<file path="config.mk">
export PLATFORM = sky130hd
export DESIGN_NAME = hazard_stall_unit
export DESIGN_NICKNAME = d
export VERILOG_FILES = /design/src/rtl/hazard_pkg.sv /design/src/rtl/hazard_stall_unit_md_cycle_counter.sv /design/src/rtl/hazard_stall_unit.sv
export SDC_FILE = /design/constraint.sdc
export NUM_CORES = 1
export LEC_CHECK = 0
export BUFFER_PORTS_ARGS = -buffer_cell sky130_fd_sc_hd__buf_2
export CORE_MARGIN = 2
export CORE_UTILIZATION = 44
export CTS_CLUSTER_SIZE = 24
export DETAILED_ROUTE_END_ITERATION = 7
export GPL_ROUTABILITY_DRIVEN = 0
export PLACE_DENSITY = 0.77
export RECOVER_POWER = 100
export SLEW_MARGIN = 0
export SYNTH_ARGS = -nofsm -noshare
export SYNTH_HDL_FRONTEND = slang
export SYNTH_SLANG_ARGS = --single-unit
</file>
<file path="constraint.sdc">
create_clock -name clk -period 2.21 [get_ports clk]
set_clock_uncertainty 0.2 [all_clocks]
set_input_delay 0.221 -clock clk [delete_from_list [all_inputs] [get_ports clk]]
set_output_delay 0.221 -clock clk [all_outputs]
set_load 0.05 [all_outputs]
</file>
<file path="src/rtl/hazard_pkg.sv">
// Shared types and constants for the pipeline hazard/stall unit.
package hazard_pkg;

  localparam int         CNT_W    = 4;
  localparam logic [1:0] RES_LOAD = 2'b01;

  typedef enum logic [0:0] {
    IDLE    = 1'b0,
    MD_WAIT = 1'b1
  } state_t;

  // True when a non-x0 destination feeds either source operand.
  function automatic logic reg_match(input logic [4:0] rd,
                                     input logic [4:0] rs1,
                                     input logic [4:0] rs2);
    return (rd != 5'd0) && ((rd == rs1) || (rd == rs2));
  endfunction

endpackage

</file>
<file path="src/rtl/hazard_stall_unit_md_cycle_counter.sv">
// Remaining-stall counter for multi-cycle multiply/divide residency in ID.
module md_cycle_counter
  import hazard_pkg::*;
(
  input  logic             clk,
  input  logic             rst_n,
  input  logic             load,
  input  logic [CNT_W-1:0] load_val,
  input  logic             dec,
  input  logic             clr,
  output logic             zero
);

  logic [CNT_W-1:0] cnt_r;

  // Clear beats load beats decrement.
  always_ff @(posedge clk or negedge rst_n) begin
    if (!rst_n) begin
      cnt_r <= {CNT_W{1'b0}};
    end else if (clr) begin
      cnt_r <= {CNT_W{1'b0}};
    end else if (load) begin
      cnt_r <= load_val;
    end else if (dec) begin
      cnt_r <= cnt_r - {{(CNT_W-1){1'b0}}, 1'b1};
    end else begin
      cnt_r <= cnt_r;
    end
  end

  assign zero = (cnt_r == {CNT_W{1'b0}});

endmodule

</file>
<file path="src/rtl/hazard_stall_unit.sv">
// Load-use / multiply-divide stall and branch flush generator (outputs are Mealy).
// Optional perf counters (stall_count, flush_count) enabled by HAZARD_PERF_CNT_EN.
module hazard_stall_unit
  import hazard_pkg::*;
#(
  parameter int MUL_CYCLES = 3,
  parameter int DIV_CYCLES = 8
) (
  input  logic        clk,
  input  logic        rst_n,
  input  logic [4:0]  rs1_d,
  input  logic [4:0]  rs2_d,
  input  logic [4:0]  rd_e,
  input  logic        load_e,
  input  logic [4:0]  rd_m1,
  input  logic        load_m1,
  input  logic        muldiv_d,
  input  logic        div_d,
  input  logic        pc_src_e,
  output logic        stall_f,
  output logic        stall_d,
  output logic        bubble_e,
  output logic        flush_d,
`ifdef HAZARD_PERF_CNT_EN
  output logic [31:0] stall_count,
  output logic [31:0] flush_count,
`endif
  output logic        md_busy
);

  localparam logic [4:0] MUL_N = 5'(MUL_CYCLES);
  localparam logic [4:0] DIV_N = 5'(DIV_CYCLES);

  state_t           state_r;
  state_t           state_nxt_s;
  logic             lu_s;
  logic [4:0]       n_s;
  logic [CNT_W-1:0] cnt_ld_val_s;
  logic             cnt_zero_s;
  logic             cnt_ld_s;
  logic             cnt_dec_s;
  logic             cnt_clr_s;
  logic             stall_s;
  logic             bubble_s;
  logic             flush_s;

  assign lu_s = (load_e  && reg_match(rd_e,  rs1_d, rs2_d)) ||
                (load_m1 && reg_match(rd_m1, rs1_d, rs2_d));
  assign n_s          = div_d ? DIV_N : MUL_N;
  // First residency cycle is spent in IDLE and the release cycle needs cnt==0.
  assign cnt_ld_val_s = CNT_W'(n_s - 5'd2);

  md_cycle_counter u_cnt (
    .clk      (clk),
    .rst_n    (rst_n),
    .load     (cnt_ld_s),
    .load_val (cnt_ld_val_s),
    .dec      (cnt_dec_s),
    .clr      (cnt_clr_s),
    .zero     (cnt_zero_s)
  );

  // Next-state, counter control and Mealy outputs.
  always_comb begin
    state_nxt_s = state_r;
    stall_s     = 1'b0;
    bubble_s    = 1'b0;
    flush_s     = 1'b0;
    cnt_ld_s    = 1'b0;
    cnt_dec_s   = 1'b0;
    cnt_clr_s   = 1'b0;
    case (state_r)
      IDLE: begin
        if (pc_src_e) begin
          flush_s  = 1'b1;
          bubble_s = 1'b1;
        end else if (lu_s) begin
          stall_s  = 1'b1;
          bubble_s = 1'b1;
        end else if (muldiv_d && (n_s >= 5'd2)) begin
          stall_s     = 1'b1;
          bubble_s    = 1'b1;
          cnt_ld_s    = 1'b1;
          state_nxt_s = MD_WAIT;
        end else begin
          state_nxt_s = IDLE;
        end
      end
      MD_WAIT: begin
        if (pc_src_e) begin
          flush_s     = 1'b1;
          bubble_s    = 1'b1;
          cnt_clr_s   = 1'b1;
          state_nxt_s = IDLE;
        end else if (!cnt_zero_s) begin
          stall_s   = 1'b1;
          bubble_s  = 1'b1;
          cnt_dec_s = 1'b1;
        end else begin
          state_nxt_s = IDLE;
        end
      end
      default: begin
        state_nxt_s = IDLE;
      end
    endcase
  end

  // State register.
  always_ff @(posedge clk or negedge rst_n) begin
    if (!rst_n) begin
      state_r <= IDLE;
    end else begin
      state_r <= state_nxt_s;
    end
  end

  assign stall_f  = stall_s;
  assign stall_d  = stall_s;
  assign bubble_e = bubble_s;
  assign flush_d  = flush_s;
  assign md_busy  = (state_r == MD_WAIT);

`ifdef HAZARD_PERF_CNT_EN
  logic [31:0] stall_count_r;
  logic [31:0] flush_count_r;

  // Free-running event counters; wrap naturally at 2^32.
  always_ff @(posedge clk or negedge rst_n) begin
    if (!rst_n) begin
      stall_count_r <= 32'd0;
      flush_count_r <= 32'd0;
    end else begin
      stall_count_r <= stall_count_r + {31'd0, stall_s};
      flush_count_r <= flush_count_r + {31'd0, flush_s};
    end
  end

  assign stall_count = stall_count_r;
  assign flush_count = flush_count_r;
`endif

endmodule

</file>
After elaboration in Yosys (flattened, before gate mapping) --
Index checks and enable logic that the tools add are counted.
Operators by class: $add $sub $neg 2, $lt $le $gt $ge 1, eq/ne operators 4, multiplexer cells 20, bitwise logic cells 1, reduce and logical (&&, ||, !) cells 12
Operators with widths (number):
- $eq A5 B5 Y1 | 4
- $mux W4 | 4
- $mux W1 | 13
- $reduce_bool A5 Y1 | 2
- $pmux W1 S2 | 3
- $logic_and A1 B1 Y1 | 5
- $ge A4 B2 Y1 const B | 1
- $logic_not A4 Y1 | 1
- $sub A4 B1 Y4 const B | 1
- $sub A4 B2 Y4 const B | 1
- $logic_or A1 B1 Y1 | 3
- $reduce_bool A3 Y1 | 1
- $not A1 Y1 | 1
Word-level totals: register bits after elaboration 5, bits of input ports 27, output and inout bits 5, word-level logic and storage cells 42

Depth between registers and ports, before layout --
word-level depth 10, depth in mapped cells 8, mapped depth without buffers 8

Modules after synthesis --
From an unflattened synthesis, not the netlist that was laid out.
Unflattened totals: cell total of the unflattened synthesis 78, area, all modules 659.4 um^2
By module, submodules not included:
- hazard_stall_unit | instances 1, cells an instance 51, area each 392.9 um^2, sequential area each 25.0 um^2
- md_cycle_counter | instances 1, cells an instance 27, area each 266.5 um^2, sequential area each 100.1 um^2

Worst setup path after synthesis --
Ideal clock, no wire load.
path type input to output, start in rd_e[3], end out stall_f, arrival time 1.990 ns, required time 1.789 ns, setup slack -0.201 ns, stages on the path 7, buffers on the path 1, cells stage by stage xor2_1 -> nor3_1 -> a22oi_1 -> o22ai_2 -> o31ai_1 -> nor2_1 -> buf_4
On the way: cells in the longest elaborated chain, start to end 8, elaborated cells on any way between the ends 10, classes of those cells 2 x eq/ne; 3 x mux; 5 x reduce/logical
RTL lines:
- start: declaration | line hazard_stall_unit.sv:13 | input logic [4:0] rd_e,
- $eq A5 B5 Y1 | line hazard_pkg.sv:16 | return (rd != 5'd0) && ((rd == rs1) || (rd == rs2));
- $logic_or A1 B1 Y1 | line hazard_pkg.sv:16
- $logic_and A1 B1 Y1 * | line hazard_pkg.sv:16
- $logic_and A1 B1 Y1 * | line hazard_stall_unit.sv:47 | assign lu_s = (load_e && reg_match(rd_e, rs1_d, rs2_d)) ||
- $logic_or A1 B1 Y1 * | line hazard_stall_unit.sv:47
- $mux W1 * | line hazard_stall_unit.sv:77 | end else if (lu_s) begin
- $mux W1 * | line hazard_stall_unit.sv:74 | if (pc_src_e) begin
- $pmux W1 S2 * | line hazard_stall_unit.sv:72 | case (state_r)
- end: declaration | line hazard_stall_unit.sv:20 | output logic stall_f,
Every way passes the cells marked *; elsewhere a longest branch is shown, timed or not.

Worst setup path after layout --
start in rd_m1[1], end out stall_d
On the way: cells in the longest elaborated chain, start to end 8, elaborated cells on any way between the ends 10, classes of those cells 2 x eq/ne; 3 x mux; 5 x reduce/logical
RTL lines:
- start: declaration | line hazard_stall_unit.sv:15 | input logic [4:0] rd_m1,
- $eq A5 B5 Y1 | line hazard_pkg.sv:16
- $logic_or A1 B1 Y1 | line hazard_pkg.sv:16
- $logic_and A1 B1 Y1 * | line hazard_pkg.sv:16
- $logic_and A1 B1 Y1 * | line hazard_stall_unit.sv:48 | (load_m1 && reg_match(rd_m1, rs1_d, rs2_d));
- $logic_or A1 B1 Y1 * | line hazard_stall_unit.sv:47
- $mux W1 * | line hazard_stall_unit.sv:77
- $mux W1 * | line hazard_stall_unit.sv:74
- $pmux W1 S2 * | line hazard_stall_unit.sv:72
- end: declaration | line hazard_stall_unit.sv:21 | output logic stall_d,
Marked as above.

==> results.txt <==
FP Rows: 13
CTS H-tree lvls: 1
# diodes: 0
Clk pin slew, worst setup/hold paths: 0.05 ns
DR DRC count: 0
Largest area contributor in the netlist: xor2_1
Sink Count: 5
Std-Cell Core Area: 0.00133 sq mm
Register area share after synthesis: 0.194
Post-Syn Area: 644 sq um
Drt total wl: 1560 um
Synthesized instance count: 76
Cell breakdown of the critical path: clkbuf_1 > or4_1 > o21ai_1 > o22ai_1 > o31ai_2 > nor2_2 > clkbuf_2
Synth area leaders: xor2_1, dfrtp_1, nor2_1, ha_1, nor4b_4
Crit end category: output pin
Pre-Repair DR Iteration Count: 3
Post-synthesis register bit count: 5
Share of cells above drive strength 1: 0.342
Synthesized Nets: 105
Clock root buffer: clkbuf_4
Kind of critical path: primary input to output pin
First-pass GRT wire length: 2600 um
Worst path slowest cell: or4_1
Clock latency on the worst-skew pair: 0.25 ns
CTS Buf Count: 3
Initial antenna violation count: 0
Mean post-synth cell area: 8.48 sq um
Critical path required time: 1.79 ns
I/O Buffers: 31
Area Growth Syn to Fin: 30.1%
Starting Density: 0.483
WP data arrival: 1.69 ns
CTS tree: yes
Endpoints failing hold: 0
Final Setup Violations: 0
Final min period: 2.11 ns
Die ar.: 0.00179 sq mm
Placed cells: 120
Delay-heaviest family, CP: simple AND/OR/NAND/NOR gates
DR vias/cell: 5.13
Post-synth cell types: 28
Top cell type's share of synthesized area: 0.272
Worst Max-Slew Pin Slew: 0.593 ns
PnR worst setup slack: 0.0952 ns
Leakage power: 0.400 nW
Worst-path maximum fanout: 3
Hold Path Class: primary input to async pin
CP startpoint kind: primary input
Detailed Place HPWL: 1280 um
GRT Total Usage: 0.193
Antenna Violating Nets Remaining: 0
Die X: 42.3 um
Die height: 42.3 um
Vias in the first global route: 639
GRT overflow: 0
Crit-path max cell delay: 0.53 ns
Synth warnings: 0
Nets: 141
Worst Path Buf+Inv: 2
Routed WL per cell: 12.4 um
Post-CTS Setup Bufs: 0
RSZ-0062 raised after global routing: no
Setup_tns: 0 ns
Fin. max-slew vios: 0
DR vias: 647
Boundary Pins: 32
Largest net degree at the start of global routing: 11
Rel. slew slack: 0.606
Finished Layout Cells: 126
Fin crit share: 0.957
Max_cap viols: 0
Setup WS pre-CTS: 0.0149 ns
PwrDens: 780 mW/mm^2
Status: completed
F_max: 0.473 GHz
Peak supply drop: 0.000333 V
CTS Buffer Depth: 2
DR iter-0 viols: 9
==> logic make-up (layout without fill, tap and decap cells) <==
family | after synthesis | count (layout) | share of synthesized area
XOR/XNOR | 20 | 20 | 0.272
flip-flops | 5 | 5 | 0.194
buffers and inverters | 7 | 42 | 0.0641
adder cells (fa/ha/maj) | 2 | 2 | 0.0388
multiplexers | 3 | 3 | 0.0505
AO/OA/AOI/OAI | 15 | 15 | 0.163
AND/OR/NAND/NOR | 24 | 24 | 0.217
==> placed cells by master, fill, tap and decap left out, drive strengths merged <==
cell type	synthesis	final
a21o	1	1
a21oi	3	3
a22oi	2	2
a31oi	1	1
buf	3	26
clkbuf	0	10
dfrtp	5	5
dlygate4sd3	0	2
ha	2	2
inv	4	4
mux2	2	2
mux2i	1	1
nand2	3	3
nand2b	1	1
nand4b	1	1
nor2	10	10
nor2b	1	1
nor3	4	4
nor3b	1	1
nor4b	1	1
o21ai	4	4
o22ai	1	1
o2bb2ai	1	1
o31ai	2	2
or4	2	2
xor2	20	20
==> cell usage after synthesis <==
master / number
a21o_2: 1
a21oi_1: 3
a22oi_1: 2
a31oi_1: 1
buf_4: 2
buf_6: 1
dfrtp_1: 5
ha_1: 2
inv_1: 4
mux2_1: 2
mux2i_1: 1
nand2_1: 3
nand2b_1: 1
nand4b_1: 1
nor2_1: 10
nor2b_1: 1
nor3_1: 4
nor3b_1: 1
nor4b_4: 1
o21ai_0: 2
o21ai_1: 1
o21ai_2: 1
o22ai_2: 1
o2bb2ai_1: 1
o31ai_1: 2
or4_1: 1
or4_4: 1
xor2_1: 20
==> path summary, 6_finish.rpt <==
check | startpoint | end | slack [ns] | cells after the start
min reg2reg | u_cnt.cnt_r[3] | u_cnt.cnt_r[3] | 0.40 | 2
max | rd_m1[1] | stall_d | 0.1 | 7
max reg2reg | u_cnt.cnt_r[0] | u_cnt.cnt_r[2] | 0.31 | 7
max in group asynchronous | rst_n | u_cnt.cnt_r[3] | 1.42 | 2
min | rst_n | u_cnt.cnt_r[1] | 0.19 | 2
min in group clk | pc_src_e | u_cnt.cnt_r[0] | 0.20 | 3
==> final cells by class <==
cell class | count | area, sq um
Timing Repair Buffer | 34 | 178
Clock buffer | 4 | 26.3
Inverter | 4 | 15.0
Tap cell | 15 | 18.8
Fill cell | 125 | 495
Sequential cell | 5 | 125
Multi-Input combinational cell | 64 | 475
==> metrics by stage <==
step	cell area, sq um	hold slack, ns	utilization	total power, mW
after floorplan	647	-0.275	-	0.444
after global placement	802	-0.166	0.601	0.524
after detailed placement	802	-0.161	0.601	0.537
after CTS	853	0.114	0.640	0.661
after global routing	838	0.225	0.629	0.704
final	838	0.187	0.629	0.654
==> sequential cells by signal, summed over array words and instances, names as in the netlist <==
| register | flops |
|---|---|
| md_busy | 1 |
| u_cnt.cnt_r | 4 |
==> per-layer routing <==
metal  vias up  GRT usage  share of wire
met5         -          0              0
met4         0     0.0938          0.019
met3         4     0.0388          0.042
met2        23      0.351           0.52
met1       287      0.209           0.42
li1        333          -              -
==> what timing repair did <==
item / CTS / global route
hold buffers: 2 / 0
endpoints found under the hold margin: 6 / 0
resized for setup: 1 / 1
endpoints found under the setup margin: 3 / 3
==> report_power, final <==
part	switching, mW	internal [mW]
Combinational	0.206	0.148
Clock	0.0411	0.0685
Sequential	0.0588	0.132
No activity file was read; power rests on OpenSTA's default activity.
